===== src/rtl/pipe_hazard_ctrl_pkg.sv =====
// Shared types and constants for the pipeline hazard sequencer:
// FSM state encoding and the canned control-word patterns per stage.
package pipe_hazard_ctrl_pkg;

  localparam int REG_AW_DEF = 5;

  typedef enum logic [1:0] {
    ST_RUN      = 2'd0,
    ST_MEM_WAIT = 2'd1,
    ST_ERR      = 2'd2
  } state_e;

  // One bit per pipeline-register control, MSB first as listed.
  typedef struct packed {
    logic pc_we;
    logic if_id_we;
    logic id_ex_we;
    logic ex_mem_we;
    logic mem_wb_we;
    logic if_id_flush;
    logic id_ex_flush;
    logic mem_wb_bubble;
  } ctrl_t;

  localparam ctrl_t CTRL_IDLE     = 8'b0000_0000;
  localparam ctrl_t CTRL_RUN      = 8'b1111_1000;
  localparam ctrl_t CTRL_BRANCH   = 8'b1111_1110;
  localparam ctrl_t CTRL_LOAD_USE = 8'b0011_1010;
  // Freeze lets MEM/WB drain a NOP so a stale writeback is never repeated.
  localparam ctrl_t CTRL_FREEZE   = 8'b0000_1001;

  function automatic ctrl_t run_ctrl(input logic branch_taken, input logic load_use);
    ctrl_t c;
    if (branch_taken) begin
      c = CTRL_BRANCH;
    end else if (load_use) begin
      c = CTRL_LOAD_USE;
    end else begin
      c = CTRL_RUN;
    end
    return c;
  endfunction

endpackage


===== src/rtl/pipe_hazard_ctrl_if.sv =====
// Bundle of hazard inputs from the datapath and stage-register controls back to it.
interface pipe_hazard_ctrl_if #(
  parameter int REG_AW = 5,
  parameter int CNT_W  = 32
);
  logic [REG_AW-1:0] id_rs;
  logic [REG_AW-1:0] id_rt;
  logic              id_uses_rs;
  logic              id_uses_rt;
  logic              ex_memread;
  logic [REG_AW-1:0] ex_wa;
  logic              branch_taken;
  logic              mem_req;
  logic              mem_ready;

  logic              pc_we;
  logic              if_id_we;
  logic              id_ex_we;
  logic              ex_mem_we;
  logic              mem_wb_we;
  logic              if_id_flush;
  logic              id_ex_flush;
  logic              mem_wb_bubble;
  logic              mem_timeout;
  logic [CNT_W-1:0]  stall_cnt;

  modport master (
    output id_rs, id_rt, id_uses_rs, id_uses_rt, ex_memread, ex_wa,
           branch_taken, mem_req, mem_ready,
    input  pc_we, if_id_we, id_ex_we, ex_mem_we, mem_wb_we,
           if_id_flush, id_ex_flush, mem_wb_bubble, mem_timeout, stall_cnt
  );

  modport slave (
    input  id_rs, id_rt, id_uses_rs, id_uses_rt, ex_memread, ex_wa,
           branch_taken, mem_req, mem_ready,
    output pc_we, if_id_we, id_ex_we, ex_mem_we, mem_wb_we,
           if_id_flush, id_ex_flush, mem_wb_bubble, mem_timeout, stall_cnt
  );
endinterface


===== src/rtl/pipe_hazard_ctrl_load_use_detect.sv =====
// Pure combinational load-use compare between the ID sources and the load in EX.
module load_use_detect
  import pipe_hazard_ctrl_pkg::*;
#(
  parameter int REG_AW = REG_AW_DEF
) (
  input  logic [REG_AW-1:0] id_rs,
  input  logic [REG_AW-1:0] id_rt,
  input  logic              id_uses_rs,
  input  logic              id_uses_rt,
  input  logic              ex_memread,
  input  logic [REG_AW-1:0] ex_wa,
  output logic              load_use
);

  logic rs_hit_s;
  logic rt_hit_s;

  // Register 0 is hardwired, so a load targeting it never creates a hazard.
  assign rs_hit_s = id_uses_rs && (id_rs == ex_wa);
  assign rt_hit_s = id_uses_rt && (id_rt == ex_wa);
  assign load_use = ex_memread && (ex_wa != {REG_AW{1'b0}}) && (rs_hit_s || rt_hit_s);

endmodule


===== src/rtl/pipe_hazard_ctrl.sv =====
// Pipeline sequencer: stage-register enables/flushes from hazard inputs,
// memory-wait FSM with timeout, and a saturating stall-cycle counter.
module pipe_hazard_ctrl
  import pipe_hazard_ctrl_pkg::*;
#(
  parameter int REG_AW       = REG_AW_DEF,
  parameter int MEM_WAIT_MAX = 16,
  parameter int CNT_W        = 32
) (
  input  logic             clk,
  input  logic             rst,
  pipe_hazard_ctrl_if.slave bus
);

  localparam int                WAIT_W     = $clog2(MEM_WAIT_MAX + 1);
  localparam logic [WAIT_W-1:0] WAIT_MAX_C = WAIT_W'(MEM_WAIT_MAX);
  localparam logic [CNT_W-1:0]  CNT_MAX_C  = {CNT_W{1'b1}};

  state_e             state_r;
  logic [WAIT_W-1:0]  wait_cnt_r;
  logic [CNT_W-1:0]   stall_cnt_r;
  logic               mem_timeout_r;
  logic               load_use_s;
  logic               mem_stall_s;
  ctrl_t              ctrl_s;

  load_use_detect #(
    .REG_AW (REG_AW)
  ) u_load_use_detect (
    .id_rs      (bus.id_rs),
    .id_rt      (bus.id_rt),
    .id_uses_rs (bus.id_uses_rs),
    .id_uses_rt (bus.id_uses_rt),
    .ex_memread (bus.ex_memread),
    .ex_wa      (bus.ex_wa),
    .load_use   (load_use_s)
  );

  assign mem_stall_s = bus.mem_req && !bus.mem_ready;

  // Zero-latency control word from current state and hazard inputs.
  always_comb begin
    ctrl_s = CTRL_IDLE;
    if (rst) begin
      ctrl_s = CTRL_IDLE;
    end else begin
      case (state_r)
        ST_RUN: begin
          if (mem_stall_s) begin
            ctrl_s = CTRL_FREEZE;
          end else begin
            ctrl_s = run_ctrl(bus.branch_taken, load_use_s);
          end
        end
        ST_MEM_WAIT: begin
          if (bus.mem_ready) begin
            ctrl_s = run_ctrl(bus.branch_taken, load_use_s);
          end else begin
            ctrl_s = CTRL_FREEZE;
          end
        end
        ST_ERR:  ctrl_s = CTRL_FREEZE;
        default: ctrl_s = CTRL_FREEZE;
      endcase
    end
  end

  // Memory-wait FSM, timeout flag and stall counter.
  always_ff @(posedge clk or posedge rst) begin
    if (rst) begin
      state_r       <= ST_RUN;
      wait_cnt_r    <= {WAIT_W{1'b0}};
      stall_cnt_r   <= {CNT_W{1'b0}};
      mem_timeout_r <= 1'b0;
    end else begin
      if (!ctrl_s.pc_we && (stall_cnt_r != CNT_MAX_C)) begin
        stall_cnt_r <= stall_cnt_r + CNT_W'(1);
      end
      case (state_r)
        ST_RUN: begin
          if (mem_stall_s) begin
            state_r    <= ST_MEM_WAIT;
            wait_cnt_r <= WAIT_W'(1);
          end
        end
        ST_MEM_WAIT: begin
          if (bus.mem_ready) begin
            state_r    <= ST_RUN;
            wait_cnt_r <= {WAIT_W{1'b0}};
          end else if (wait_cnt_r < WAIT_MAX_C) begin
            wait_cnt_r <= wait_cnt_r + WAIT_W'(1);
          end else begin
            state_r       <= ST_ERR;
            mem_timeout_r <= 1'b1;
          end
        end
        ST_ERR: begin
          state_r <= ST_ERR;
        end
        default: begin
          state_r    <= ST_RUN;
          wait_cnt_r <= {WAIT_W{1'b0}};
        end
      endcase
    end
  end

  assign bus.pc_we         = ctrl_s.pc_we;
  assign bus.if_id_we      = ctrl_s.if_id_we;
  assign bus.id_ex_we      = ctrl_s.id_ex_we;
  assign bus.ex_mem_we     = ctrl_s.ex_mem_we;
  assign bus.mem_wb_we     = ctrl_s.mem_wb_we;
  assign bus.if_id_flush   = ctrl_s.if_id_flush;
  assign bus.id_ex_flush   = ctrl_s.id_ex_flush;
  assign bus.mem_wb_bubble = ctrl_s.mem_wb_bubble;
  assign bus.mem_timeout   = mem_timeout_r;
  assign bus.stall_cnt     = stall_cnt_r;

endmodule


===== src/flat_wrapper.sv =====
// flat-port wrapper written by rule: the top's interface ports become plain ports
module pipe_hazard_ctrl_flat import pipe_hazard_ctrl_pkg::*;
#(
  parameter int REG_AW       = REG_AW_DEF,
  parameter int MEM_WAIT_MAX = 16,
  parameter int CNT_W        = 32
)
  (clk, rst, bus_id_rs, bus_id_rt, bus_id_uses_rs, bus_id_uses_rt, bus_ex_memread, bus_ex_wa, bus_branch_taken, bus_mem_req, bus_mem_ready, bus_pc_we, bus_if_id_we, bus_id_ex_we, bus_ex_mem_we, bus_mem_wb_we, bus_if_id_flush, bus_id_ex_flush, bus_mem_wb_bubble, bus_mem_timeout, bus_stall_cnt);
  pipe_hazard_ctrl_if #(.REG_AW(REG_AW), .CNT_W(CNT_W)) bus_i ();
  input  logic clk;
  input  logic rst;
  input wire logic [$bits(bus_i.id_rs)-1:0] bus_id_rs;
  input wire logic [$bits(bus_i.id_rt)-1:0] bus_id_rt;
  input wire logic [$bits(bus_i.id_uses_rs)-1:0] bus_id_uses_rs;
  input wire logic [$bits(bus_i.id_uses_rt)-1:0] bus_id_uses_rt;
  input wire logic [$bits(bus_i.ex_memread)-1:0] bus_ex_memread;
  input wire logic [$bits(bus_i.ex_wa)-1:0] bus_ex_wa;
  input wire logic [$bits(bus_i.branch_taken)-1:0] bus_branch_taken;
  input wire logic [$bits(bus_i.mem_req)-1:0] bus_mem_req;
  input wire logic [$bits(bus_i.mem_ready)-1:0] bus_mem_ready;
  output wire logic [$bits(bus_i.pc_we)-1:0] bus_pc_we;
  output wire logic [$bits(bus_i.if_id_we)-1:0] bus_if_id_we;
  output wire logic [$bits(bus_i.id_ex_we)-1:0] bus_id_ex_we;
  output wire logic [$bits(bus_i.ex_mem_we)-1:0] bus_ex_mem_we;
  output wire logic [$bits(bus_i.mem_wb_we)-1:0] bus_mem_wb_we;
  output wire logic [$bits(bus_i.if_id_flush)-1:0] bus_if_id_flush;
  output wire logic [$bits(bus_i.id_ex_flush)-1:0] bus_id_ex_flush;
  output wire logic [$bits(bus_i.mem_wb_bubble)-1:0] bus_mem_wb_bubble;
  output wire logic [$bits(bus_i.mem_timeout)-1:0] bus_mem_timeout;
  output wire logic [$bits(bus_i.stall_cnt)-1:0] bus_stall_cnt;
  assign bus_i.id_rs = bus_id_rs;
  assign bus_i.id_rt = bus_id_rt;
  assign bus_i.id_uses_rs = bus_id_uses_rs;
  assign bus_i.id_uses_rt = bus_id_uses_rt;
  assign bus_i.ex_memread = bus_ex_memread;
  assign bus_i.ex_wa = bus_ex_wa;
  assign bus_i.branch_taken = bus_branch_taken;
  assign bus_i.mem_req = bus_mem_req;
  assign bus_i.mem_ready = bus_mem_ready;
  assign bus_pc_we = bus_i.pc_we;
  assign bus_if_id_we = bus_i.if_id_we;
  assign bus_id_ex_we = bus_i.id_ex_we;
  assign bus_ex_mem_we = bus_i.ex_mem_we;
  assign bus_mem_wb_we = bus_i.mem_wb_we;
  assign bus_if_id_flush = bus_i.if_id_flush;
  assign bus_id_ex_flush = bus_i.id_ex_flush;
  assign bus_mem_wb_bubble = bus_i.mem_wb_bubble;
  assign bus_mem_timeout = bus_i.mem_timeout;
  assign bus_stall_cnt = bus_i.stall_cnt;
  pipe_hazard_ctrl #(.REG_AW(REG_AW), .MEM_WAIT_MAX(MEM_WAIT_MAX), .CNT_W(CNT_W)) u_core (.clk(clk), .rst(rst), .bus(bus_i));
endmodule

===== config.mk =====
export PLATFORM = sky130hd
export DESIGN_NAME = pipe_hazard_ctrl_flat
export DESIGN_NICKNAME = d
export VERILOG_FILES = /design/src/rtl/pipe_hazard_ctrl_pkg.sv /design/src/rtl/pipe_hazard_ctrl_if.sv /design/src/rtl/pipe_hazard_ctrl_load_use_detect.sv /design/src/rtl/pipe_hazard_ctrl.sv /design/src/flat_wrapper.sv
export SDC_FILE = /design/constraint.sdc
export NUM_CORES = 1
export LEC_CHECK = 0
export BUFFER_PORTS_ARGS = -buffer_cell sky130_fd_sc_hd__buf_2
export CAP_MARGIN = 20
export CELL_PAD_IN_SITES_DETAIL_PLACEMENT = 1
export CELL_PAD_IN_SITES_GLOBAL_PLACEMENT = 1
export CORE_ASPECT_RATIO = 0.5
export CORE_UTILIZATION = 38
export DETAILED_ROUTE_END_ITERATION = 7
export GPL_ROUTABILITY_DRIVEN = 1
export PLACE_DENSITY = 0.88
export RECOVER_POWER = 25
export SLEW_MARGIN = 40
export SYNTH_ARGS = -nofsm -noshare
export SYNTH_HDL_FRONTEND = slang
export SYNTH_SLANG_ARGS = --single-unit

===== constraint.sdc =====
create_clock -name clk -period 4.7 [get_ports clk]
set_input_delay 0.47 -clock clk [delete_from_list [all_inputs] [get_ports clk]]
set_output_delay 0.47 -clock clk [all_outputs]
set_load 0.01 [all_outputs]

==> flow_summary.json <==
{
  "final_util": 0.497,
  "cellLeakagePower_nw": 1.32,
  "htree_levels": 2,
  "clockBufferDepth": 2,
  "achievable-frequency_ghz": 0.324,
  "cts_hold_buf": 0,
  "routabilityCongestion": 0.838,
  "layout-drive-gt1-share": 0.301,
  "crit_slowest_cell": "clkbuf_1",
  "dieArea_um2": 6110,
  "synthDistinctLibCells": 42,
  "clkSlewWorstSetupHoldPaths_ns": 0.05,
  "path_common_cell": "clkbuf_1",
  "setup.worst_path.class": "input pin to output port",
  "crit_arrival_ns": 2.61,
  "detail_route.iter0.violations": 45,
  "antenna_found_initial": 0,
  "post_cts_setup_bufs": 0,
  "critPathCaptureType": "output port",
  "fin_crit_ns": 3.08,
  "synth_sequential_area_ratio": 0.456,
  "critPathBufInv": 4,
  "clock_tree.root_cell": "clkbuf_16",
  "die_width_um": 110,
  "yosysWarnings": 0,
  "hold_path_class": "input pin to register",
  "critical_path.top_delay_family": "buffers and inverters",
  "vias": 1842,
  "final_cells": 355,
  "critical_path.max_stage_delay_ns": 1.58,
  "wl_um": 5850,
  "clock_sinks": 40,
  "post_synth_instance_area_um2": 2200,
  "synthDominantAreaCellType": "dfrtp_1",
  "tritoncts_buffers": 5,
  "timing_worst_slew_pin_value_ns": 2.22,
  "cp_cell_instances": "clkbuf_1 > inv_1 > clkbuf_1 > buf_2",
  "report.final.hold_viol_count": 0,
  "insertedDiodeCount": 0,
  "synthesized_area_per_cell_um2": 10.1,
  "global_route.overflow_total": 0,
  "cp.required_ns": 4.23,
  "core_area_um2": 5520,
  "max_cap_violations": 1,
  "synthDominantCellAreaShare": 0.456,
  "drt_drc_violations_left": 0,
  "avgRoutedWirePerCell_um": 16.5,
  "synthTopCellsByArea": "dfrtp_1 46%, xnor2_1 12%, xor2_1 4.8%, nand2_1 3.6%, nand3_1 3.0%",
  "placement_rows": 19,
  "layout-area-overhead-vs-synth_pct": 24.8,
  "io_buffer_count": 63,
  "fin_hold_ws_ns": 0.414,
  "initial_core_util": 0.398,
  "slew_violations": 42,
  "violations": "max-capacitance violations, max-slew violations",
  "final_nets": 307,
  "setup.worst_path.start_class": "input pin",
  "relSlewSlack": -0.477,
  "grt_setup_unrepaired": "no",
  "power.density_nw_per_um2": 385,
  "synth_seq_cells": 40,
  "syn-num-nets": 242,
  "placedCellCount": 348,
  "run_status": "complete, but fails checks",
  "grt_pass1_vias": 1943,
  "detailed_place_hpwl_um": 4240,
  "groute.usage.overall": 0.207,
  "largest_net_degree_at_the_start_of_global_routing": 42,
  "post_cts.resized_instances": 0,
  "totalNegativeSetupSlack_ns": 0,
  "setup_violations": 0,
  "route.detailed.vias_per_inst": 5.19,
  "drtAntennaViolNets": 0,
  "clk_latency_ns": 0.28,
  "tritoncts": "built",
  "grt_first_pass_wirelength_um": 9680,
  "synth_cells": 217,
  "finalCritPeriodShare": 0.656,
  "design.portCount": 64,
  "skew_ns": 0.00629,
  "crit_path_max_fanout": 41,
  "die_height_um": 55.8,
  "max-vdd-ir-drop_mv": 0.179,
  "detailedRoute.firstPassIterationCount": 6
}
-- sequential cells by signal (all words and copies together), names as in the netlist --
register and count:
u_core.bus.mem_timeout 1, u_core.bus.stall_cnt 32, u_core.state_r 2, u_core.wait_cnt_r 5
-- cells in the mapped netlist --
cell type,n
clkbuf_1,2
o221ai_2,1
buf_4,2
and3_1,2
or3_1,4
o21ai_0,3
dfrtp_1,40
nor3b_1,2
or4_1,1
o22ai_1,3
nand3_2,2
nand4b_1,1
ha_1,2
nor2_1,17
a31oi_1,1
xnor2_2,1
a21oi_1,4
nor3_1,7
inv_1,11
nor4_4,1
nand3b_1,1
and2_1,2
nor4_2,1
nand2b_1,1
buf_6,1
mux2_1,1
o21ba_2,1
nand4_2,3
nor3_2,5
nand2_1,21
nand3_1,13
o21ai_2,1
xor2_1,12
o22a_1,1
xnor2_1,30
o32ai_1,1
nand4_1,10
and4_1,1
nor2b_1,1
buf_8,1
o21a_1,1
mux2i_1,1
-- where the power goes --
part	leakage, nW	internal, W	total, W	switching, W
clock network	0.0899	0.000301	0.000436	0.000135
registers	0.516	0.000379	0.000434	0.0000548
logic	0.714	0.0000833	0.000187	0.000103
-- per-stage QoR --
step / power, W / cell area (µm²) / setup slack [ns]
floorplan: 0.000550 / 2200 / 2.42
global placement: 0.000608 / 2560 / 2.28
detailed placement: 0.000624 / 2560 / 2.19
CTS: 0.00106 / 2750 / 1.93
global route: 0.00110 / 2740 / 1.24
finish: 0.00106 / 2740 / 1.62
-- metal layers --
layer | global-route usage | vias to the layer above | share of wire
li1 | - | 872 | -
met4 | 0.0648 | 0 | 0.0082
met3 | 0.0398 | 4 | 0.030
met5 | 0 | - | 0
met1 | 0.270 | 932 | 0.45
met2 | 0.350 | 34 | 0.51
-- worst register-to-register path, stage by stage (launching register included) --
cell and delay (ns):
dfrtp_1 0.47, ha_1 0.23, nand2_1 0.11, nor4_4 0.46, nand3_2 0.23, nand3_2 0.37
mux2_1 0.37
-- cells in the final DEF (no fill, tap or decap), drive strengths merged, types with 7 or more instances in the layout --
master,n
xor2,12
inv,11
nand4,13
dfrtp,40
nand2,21
nand3,15
xnor2,31
clkbuf,7
buf,62
nor2,17
nor3,12
-- logic make-up after synthesis --
kind of cell    share of synthesized area
simple gates                        0.253
flops                               0.456
compound gates                     0.0541
mux                               0.00968
xor+xnor                            0.175
fa+ha+maj                          0.0114
buf+inv                            0.0410
-- path summary, 6_finish.rpt --
kind / end / cells past startpoint / startpoint / slack, ns
worst max register to register: u_core.bus.stall_cnt[1] / 6 / u_core.bus.stall_cnt[0] / 2.34
worst max-delay path: bus_mem_wb_we / 4 / rst / 1.62
max in group asynchronous: u_core.bus.stall_cnt[23] / 3 / rst / 2.39
worst min-delay path: u_core.wait_cnt_r[0] / 2 / bus_mem_ready / 0.41
min in group asynchronous: u_core.bus.mem_timeout / 3 / rst / 1.05
worst min register to register: u_core.bus.mem_timeout / 1 / u_core.bus.mem_timeout / 0.48
-- cell type report --
type                       instances  area (µm²)
timing repair buffer              64         318
inverter                          11        41.3
clock buffer                       5         125
multi-input combinational        160        1110
sequential                        40        1000
fill                             650        2770
clock inverter                     2        60.1
tap                               73        91.3
Power figures use the tool's default switching activity.
